`src/rtl/psum_fb_buf.sv`:
```
// psum_fb_buf
// Partial-sum feedback buffer for the 3x3 conv kernel. It feeds the previous
// pass's partial sum of each output pixel to the psum adder tree and captures
// the adder result back into the buffer. Once all input-channel passes of a
// tile are done, it drains the finished sums downstream with valid/ready.
//
// Ports
//   clk, rstn            clock, asynchronous active-low reset
//   start                one-cycle pulse, latches cfg_len/cfg_passes when idle
//   cfg_len              pixels per pass, 1..DEPTH
//   cfg_passes           input-channel passes, 0 behaves as 1
//   busy                 tile in progress (accepted start until done)
//   acc_rdy              a pe_vld beat is accepted this cycle
//   pe_vld               PE data valid at the adder input
//   psum_in              feedback operand to the adder, aligned with pe_vld
//   psum_out             adder result, valid LAT cycles after an accepted beat
//   out_valid/out_ready  drain handshake
//   out_data, out_last   drained sum and last-pixel marker
//   done                 one-cycle pulse after the last drain beat
//   err                  sticky: pe_vld while not ready, or illegal cfg_len
module psum_fb_buf #(
  parameter int DWIDTH = 25,
  parameter int DEPTH  = 64,
  parameter int PWIDTH = 8,
  parameter int LAT    = 2,
  localparam int AW    = $clog2(DEPTH)
) (
  input  logic              clk,
  input  logic              rstn,
  input  logic              start,
  input  logic [AW:0]       cfg_len,
  input  logic [PWIDTH-1:0] cfg_passes,
  output logic              busy,
  output logic              acc_rdy,
  input  logic              pe_vld,
  output logic [DWIDTH-1:0] psum_in,
  input  logic [DWIDTH-1:0] psum_out,
  output logic              out_valid,
  input  logic              out_ready,
  output logic [DWIDTH-1:0] out_data,
  output logic              out_last,
  output logic              done,
  output logic              err
);

  localparam logic [1:0] S_IDLE  = 2'd0;
  localparam logic [1:0] S_ACC   = 2'd1;
  localparam logic [1:0] S_FLUSH = 2'd2;
  localparam logic [1:0] S_DRAIN = 2'd3;

  localparam logic [AW:0]       ONE     = {{AW{1'b0}}, 1'b1};
  localparam logic [PWIDTH-1:0] PONE    = {{(PWIDTH-1){1'b0}}, 1'b1};
  localparam logic [AW:0]       DEPTH_C = DEPTH[AW:0];

  logic [1:0]        state_q, state_d;
  logic [AW:0]       len_q, len_d;
  logic [PWIDTH-1:0] passes_q, passes_d;
  logic [PWIDTH-1:0] pass_q, pass_d;
  logic [AW:0]       rd_ptr_q, rd_ptr_d;
  logic [AW:0]       wr_ptr_q, wr_ptr_d;
  logic [AW:0]       dr_ptr_q, dr_ptr_d;
  logic [LAT-1:0]    vld_q, vld_d;
  logic              done_q, done_d;
  logic              err_q, err_d;

  // Buffer contents are never reset: pass 0 does not read them.
  logic [DWIDTH-1:0] mem [DEPTH];

  logic        acc_fire;
  logic        wr_en;
  logic        cfg_ok;
  logic [AW:0] wr_inc;
  logic        writes_done;

  assign acc_rdy   = (state_q == S_ACC);
  assign acc_fire  = pe_vld & acc_rdy;
  assign wr_en     = vld_q[LAT-1];
  assign wr_inc    = {{AW{1'b0}}, wr_en};
  assign cfg_ok    = (cfg_len != '0) && (cfg_len <= DEPTH_C);
  // Counting the write landing this cycle lets FLUSH leave exactly LAT cycles
  // after the last beat; the next read sees that write because it is a later cycle.
  assign writes_done = ((wr_ptr_q + wr_inc) == len_q);

  assign busy      = (state_q != S_IDLE);
  assign out_valid = (state_q == S_DRAIN);
  assign out_last  = out_valid && (dr_ptr_q == len_q - ONE);
  assign out_data  = out_valid ? mem[dr_ptr_q[AW-1:0]] : '0;
  assign psum_in   = (acc_fire && (pass_q != '0)) ? mem[rd_ptr_q[AW-1:0]] : '0;
  assign done      = done_q;
  assign err       = err_q;

  // Accepted-beat strobe delayed to line up with psum_out.
  assign vld_d[0] = acc_fire;
  for (genvar gi = 1; gi < LAT; gi++) begin : g_vld
    assign vld_d[gi] = vld_q[gi-1];
  end

  always_comb begin
    state_d  = state_q;
    len_d    = len_q;
    passes_d = passes_q;
    pass_d   = pass_q;
    rd_ptr_d = rd_ptr_q;
    wr_ptr_d = wr_ptr_q + wr_inc;
    dr_ptr_d = dr_ptr_q;
    done_d   = 1'b0;
    err_d    = err_q | (pe_vld & ~acc_rdy);

    case (state_q)
      S_IDLE: begin
        if (start) begin
          if (cfg_ok) begin
            len_d    = cfg_len;
            passes_d = (cfg_passes == '0) ? PONE : cfg_passes;
            pass_d   = '0;
            rd_ptr_d = '0;
            wr_ptr_d = '0;
            state_d  = S_ACC;
          end else begin
            err_d = 1'b1;
          end
        end
      end
      S_ACC: begin
        if (acc_fire) begin
          rd_ptr_d = rd_ptr_q + ONE;
          if (rd_ptr_q == len_q - ONE) begin
            state_d = S_FLUSH;
          end
        end
      end
      S_FLUSH: begin
        if (writes_done) begin
          rd_ptr_d = '0;
          wr_ptr_d = '0;
          if (pass_q + PONE < passes_q) begin
            pass_d  = pass_q + PONE;
            state_d = S_ACC;
          end else begin
            dr_ptr_d = '0;
            state_d  = S_DRAIN;
          end
        end
      end
      S_DRAIN: begin
        if (out_ready) begin
          dr_ptr_d = dr_ptr_q + ONE;
          if (out_last) begin
            state_d = S_IDLE;
            done_d  = 1'b1;
          end
        end
      end
      default: state_d = S_IDLE;
    endcase
  end

  always_ff @(posedge clk or negedge rstn) begin
    if (!rstn) begin
      state_q  <= S_IDLE;
      len_q    <= '0;
      passes_q <= '0;
      pass_q   <= '0;
      rd_ptr_q <= '0;
      wr_ptr_q <= '0;
      dr_ptr_q <= '0;
      vld_q    <= '0;
      done_q   <= 1'b0;
      err_q    <= 1'b0;
    end else begin
      state_q  <= state_d;
      len_q    <= len_d;
      passes_q <= passes_d;
      pass_q   <= pass_d;
      rd_ptr_q <= rd_ptr_d;
      wr_ptr_q <= wr_ptr_d;
      dr_ptr_q <= dr_ptr_d;
      vld_q    <= vld_d;
      done_q   <= done_d;
      err_q    <= err_d;
    end
  end

  always_ff @(posedge clk) begin
    if (wr_en) begin
      mem[wr_ptr_q[AW-1:0]] <= psum_out;
    end
  end

endmodule

```
`config.mk`:
```
export PLATFORM = sky130hd
export DESIGN_NAME = psum_fb_buf
export DESIGN_NICKNAME = d
export VERILOG_FILES = /design/src/rtl/psum_fb_buf.sv
export SDC_FILE = /design/constraint.sdc
export NUM_CORES = 2
export LEC_CHECK = 0
export BUFFER_PORTS_ARGS = -buffer_cell sky130_fd_sc_hd__buf_2
export CAP_MARGIN = 25
export CORE_ASPECT_RATIO = 1.2
export CORE_MARGIN = 2
export CORE_UTILIZATION = 37
export CTS_BUF_LIST = sky130_fd_sc_hd__clkbuf_4 sky130_fd_sc_hd__clkbuf_8 sky130_fd_sc_hd__clkbuf_16
export DETAILED_ROUTE_END_ITERATION = 8
export GPL_TIMING_DRIVEN = 0
export SETUP_SLACK_MARGIN = 0.02
export SYNTH_ARGS = -nofsm -noshare
export SYNTH_HDL_FRONTEND = slang
export SYNTH_SLANG_ARGS = --single-unit
```
`constraint.sdc`:
```
create_clock -name clk -period 6.95 [get_ports clk]
set_clock_uncertainty 0.15 [all_clocks]
set_input_delay 0.695 -clock clk [delete_from_list [all_inputs] [get_ports clk]]
set_output_delay 0.695 -clock clk [all_outputs]
set_load 0.01 [all_outputs]
```
### Word-level counts from Yosys, hierarchy flattened

Memories as Yosys holds them, arrays and structs flattened.
Cells that the tools add are included.

* output and inout bits: 56
* memories: 1
* bits in writable memories: 1600
* register bits: 50
* logic and storage cells: 91

Memory list
* mem: depth 64, bits a word 25, read ports 2, clocked after Yosys merged registers in 0, wr ports 1, line 67 `logic [DWIDTH-1:0] mem [DEPTH];`

* equal/unequal tests: 15
* mux-type cells: 38
* add/subtract/negate cells: 5
* bitwise operators: 4
* reductions and logical operators: 16
* $lt $le $gt $ge: 2

Operators by type and width (number)
* two-way mux 7 bit: 10
* two-way mux 25 bit: 2
* two-way mux 8 bit: 5
* case mux 7 bit (2 select lines): 2
* equality test 7 bit: 3
* case mux 7 bit (3 select lines): 1
* two-way mux 2 bit: 8
* case mux 8 bit (2 select lines): 1
* adder 7 x 1 -> 7 bit, second input constant: 2
* inequality test 2 bit, second input constant: 5
* AND reduction 5 bit: 2
* adder 8 x 1 -> 8 bit, second input constant: 1
* zero test 8 bit: 1
* less-than comparator 8 bit: 1
* two-way mux 1 bit: 8
* inequality test 2 x 1 -> 1 bit, second input constant: 4
* case mux 2 bit (4 select lines): 1
* nonzero test 8 bit: 1
* adder 7 x 1 -> 7 bit: 1
* <= comparator 7 bit, second input constant: 1
* AND reduction 7 bit: 1
* nonzero test 7 bit: 1
* subtractor 7 x 1 -> 7 bit, second input constant: 1
* nonzero test 2 bit: 3
* other kinds (10): 14

### Depth between registers and ports, before layout

* depth after elaboration: 7
* depth in mapped cells: 11
* depth with buffers taken out: 11

### Worst setup path after synthesis

No wires, ideal clock.

* kind: register to register
* from: register wr_ptr_q[4]
* to: memory mem[48][0] (enable)
* path buffers: 1
* period minus slack after synthesis: 3.217 ns
* path slack: 3.733 ns
* data required time: 6.362 ns
* stages on the path, launching flop included: 5
* data arrival time: 2.629 ns
* path through: dfrtp_1 > buf_2 > nor2b_1 > nand4b_1 > nor3_1

RTL lines
* from (decl): line 60 `logic [AW:0] wr_ptr_q, wr_ptr_d;`
* from (signal assigned): line 176 `wr_ptr_q <= wr_ptr_d;`
* to (decl): line 67

Straight into the memory's write port.

### Worst setup path in the final report

* from: register dr_ptr_q[1]
* to: output out_data[7]

* longest elaborated chain between the ends: 2

Ends and longest elaborated chain
* from (decl): line 61 `logic [AW:0] dr_ptr_q, dr_ptr_d;`
* from (signal assigned): line 177 `dr_ptr_q <= dr_ptr_d;`
* memory read (64 x 25 bit)
* two-way mux 25 bit: line 87 `assign out_data = out_valid ? mem[dr_ptr_q[AW-1:0]] : '0;`
* to (decl): line 40 `output logic [DWIDTH-1:0] out_data,`

Every way passes these cells.

==> flow_summary_export.csv <==
group,metric,value,unit
run_status,status,"finished, violations left",
run_status,failed_checks,"setup timing",
floorplan,core,0.209,mm2
global_routing,grtUsageTotal,0.304,
floorplan,io-pin-count,101,
timing,fin_hold_ws,0.0415,ns
place,hpwl,235000,um
detailed_routing,ant_nets,0,
detailed_routing,vias,48200,
place,portBuffers,100,
pwr,clock_power_share,0.264,
setup_path,startpoint_type,"register",
synthesis,synth_cells,3860,
pwr,intPower,0.0223,W
timing,grt_setup_unrepaired,"no",
detailed_routing,drc,0,
place,dpl_cell_area,0.0848,mm2
timing,worst_pin_slew,1.44,ns
synthesis,synth_largest_area_cell,"edfxtp_1",
timing,setup_viol,7,
timing,slew_headroom,0.0426,
clock_network,insertion_delay,0.85,ns
synthesis,ys_warn_count,0,
pwr,power,0.0364,W
clock_network,post_cts_resized,0,
detailed_routing,routed_via_density,6.63,
min_path,holdPathStages,3,
floorplan,dieArea,0.213,mm2
detailed_routing,totalWireLength,327000,um
clock_network,cts_buffers,174,
setup_path,r2r_cells,9,
layout,fin_util,0.435,
clock_network,cts_max_path_buffers,3,
layout,areaGrowthSynthToFinish,17.2,%
global_routing,grt_max_degree,65,
floorplan,die_y,506,um
setup_path,crit_type,"register to primary output",
setup_path,reg2reg_slack,2.85,ns
global_routing,grt_pass1_wl,429000,um
place,place_congestion,1.07,
synthesis,yosysUniqueCellTypes,68,
detailed_routing,drt-pass1-iter-count,6,
timing,drv_slew,0,
min_path,min_to,"err",
timing,max_freq,138,MHz
setup_path,arrival,6.38,ns
clock_network,cts_root_buffer,"clkbuf_16",
pwr,power_density,401,mW/mm2
floorplan,fp.dieW,422,um
clock_network,cts.clk_slew.worst_paths,0.06,ns
clock_network,htreeDepth,4,
setup_path,cp_max_fo,10,
timing,period_needed,7.22,ns
pwr,combPwrFrac,0.420,
pwr,p_sw,0.0142,W
synthesis,synth_area_leaders,"edfxtp_1 62%, mux4_2 25%, mux2i_1 3.6%",
global_routing,overflow,0,
setup_path,critical_path_required,6.11,ns
detailed_routing,wl_per_cell,45.0,um
global_routing,grt_antenna_before_repair,34,
synthesis,synth_area_per_cell,20.1,um2
clock_network,clock_sinks,1650,
timing,finalHoldViolCount,0,
floorplan,rows,184,
synthesis,synth_edf_count,1600,
pwr,peakVddDrop,237,uV
setup_path,path_cells,"buf_2 > buf_2 > buf_2 > buf_2 > mux2i_1 > a221oi_1 > a21oi_1 > o21ai_0 > buf_2",
clock_network,postCtsHoldBufs,17,
synthesis,async_flop_share,0.0303,
synthesis,yosysSeqAreaShare,0.635,
setup_path,worst_setup_path_end_kind,"primary output",
setup_path,r2r-start,"rd_ptr_q[1]",
pwr,power.share.switching,0.389,
setup_path,regToRegEndpoint,"rd_ptr_q[5]",
pwr,power_leakage,28.6,nW
timing,finalCritPeriodShare,1.04,
synthesis,synth_nets,3919,
floorplan,start_util,0.371,
setup_path,path_buf_inv,5,
clock_network,cts_setup_buffers,0,
flow_run,max-cap-violations,0,
layout,layout-drive-gt1-share,0.370,
detailed_routing,drt_iter0_markers,9048,
synthesis,ys_ff_latch,1650,
synthesis,ys.flop_type,"edfxtp_1",
setup_path,critPathSlowestCell,"a221oi_1",
setup_path,crit_top_cell,"buf_2",
min_path,hp-start,"start",
timing,timing.final.ws_setup,-0.272,ns
setup_path,crit_path_max_incr_delay,1.23,ns
synthesis,synth_top_area_frac,0.619,
global_routing,grt_pass1_vias,46800,
pwr,pwr-share-seq,0.316,
setup_path,critPathTopFamily,"compound AO/OA/AOI/OAI gates",
min_path,hp-class,"primary input to register",
clock_network,cts_tree,"yes",
layout,finalInstanceArea,0.0909,mm2
layout,layout.nets,4371,
synthesis,netlist_area,0.0776,mm2
==> power by group through the flow <==
stage | sequential [W] | combinational, W | clock (W)
CTS | 0.0115 | 0.0146 | 0.00962
finish | 0.0115 | 0.0153 | 0.00963
detailed placement | 0.0117 | 0.0146 | 0
global route | 0.0115 | 0.0151 | 0.0100
global placement | 0.0117 | 0.0141 | 0
floorplan | 0.0116 | 0.00777 | 0
==> through the flow <==
step / std cells / setup WS, ns / setup TNS [ns]
5_1_grt: 7255 / 0.185 / 0
3_3_place_gp: 6750 / 0.935 / 0
6_report: 7272 / -0.272 / -1.08
2_1_floorplan: 3860 / 3.73 / 0
3_5_place_dp: 6898 / 1.06 / 0
4_1_cts: 7239 / 0.124 / 0
==> registers in the layout, summed over array words and instances (netlist names) <==
register	cells
mem	1600
pass_q	8
passes_q	8
dr_ptr_q	7
len_q	7
rd_ptr_q	7
wr_ptr_q	7
state_q	2
vld_q	2
done	1
err	1
==> cells in the mapped netlist (5+ instances only) <==
library cell and instances:
edfxtp_1 1600, mux4_2 845, mux2i_1 281, clkbuf_1 131, a21oi_1 119, buf_2 99
nor2_1 91, nor2b_1 65, a22oi_1 62, a211oi_1 53, dfrtp_1 50, buf_4 49
nand2_1 43, o21ai_0 38, a221oi_1 32, nand3_1 32, buf_1 29, inv_1 26
a32oi_1 25, xnor2_1 20, mux2_2 17, o211ai_1 17, ha_1 14, nand4_1 10
nor3_1 10, o21ai_1 7, o22ai_1 7, nand2b_1 6, or2_2 6, xor2_1 6
buf_6 5
==> cell usage in the layout (no fill, tap or decap), drive strengths merged, types with 34 or more instances in the layout <==
| cell type | synthesis | routed |
|---|---|---|
| clkinv | 0 | 80 |
| buf | 182 | 435 |
| nand2 | 43 | 43 |
| a21oi | 119 | 119 |
| o21ai | 48 | 48 |
| nor2 | 91 | 91 |
| edfxtp | 1600 | 1600 |
| dfrtp | 50 | 50 |
| a211oi | 55 | 55 |
| nor2b | 65 | 65 |
| mux2i | 281 | 281 |
| clkbuf | 131 | 351 |
| nand3 | 34 | 34 |
| a22oi | 62 | 62 |
| mux4 | 845 | 845 |
==> per-layer routing <==
layer	GRT usage	share of wire	up-vias	wire, um
met5	0	0.00013	-	43
li1	-	-	17700	-
met1	0.348	0.32	25600	105000
met4	0.276	0.11	8	36300
met2	0.457	0.45	3899	147000
met3	0.0950	0.12	1027	39200
==> logic make-up (layout without fill, tap and decap cells) <==
logic type / Yosys count / in the layout / share of synthesized area
flops: 1650 / 1650 / 0.635
buf+inv: 339 / 939 / 0.0209
compound gates: 398 / 398 / 0.0349
simple gates: 286 / 286 / 0.0185
mux: 1143 / 1143 / 0.284
xor+xnor: 30 / 30 / 0.00410
fa+ha+maj: 14 / 14 / 0.00226
other cells: 0 / 22 / 0
==> area by class of cell <==
cell class              instances  area (um2)
diodes                         22        55.1
plain buffers                 313        1530
clock buffers                 214        4740
clock inverters               110        1070
fillers                     18100      118000
inverters                      26        97.6
multi-input cells            1871       27200
flip-flops and latches       1650       49300
well taps                    2790        3490
repair buffers                276        3480
==> worst register-to-register path: stages (launching register included) <==
cell and delay, ns:
dfrtp_1 0.59, buf_2 0.27, buf_4 0.25, buf_4 0.45
buf_2 0.72, buf_2 0.84, nand4_1 0.22, nor3_1 0.19
a21oi_1 0.07, o2bb2ai_1 0.25
==> worst max-delay path by stage <==
stage / to / from / cells after the start
3_3_place_gp: mem[48][14] / wr_ptr_q[4] / 4
5_1_grt: out_data[7] / dr_ptr_q[1] / 9
2_1_floorplan: mem[48][0] / wr_ptr_q[4] / 4
4_1_cts: out_data[7] / dr_ptr_q[1] / 9
6_report: out_data[7] / dr_ptr_q[1] / 9
3_5_place_dp: out_data[7] / dr_ptr_q[1] / 9
(Power assumes the default switching activity.)
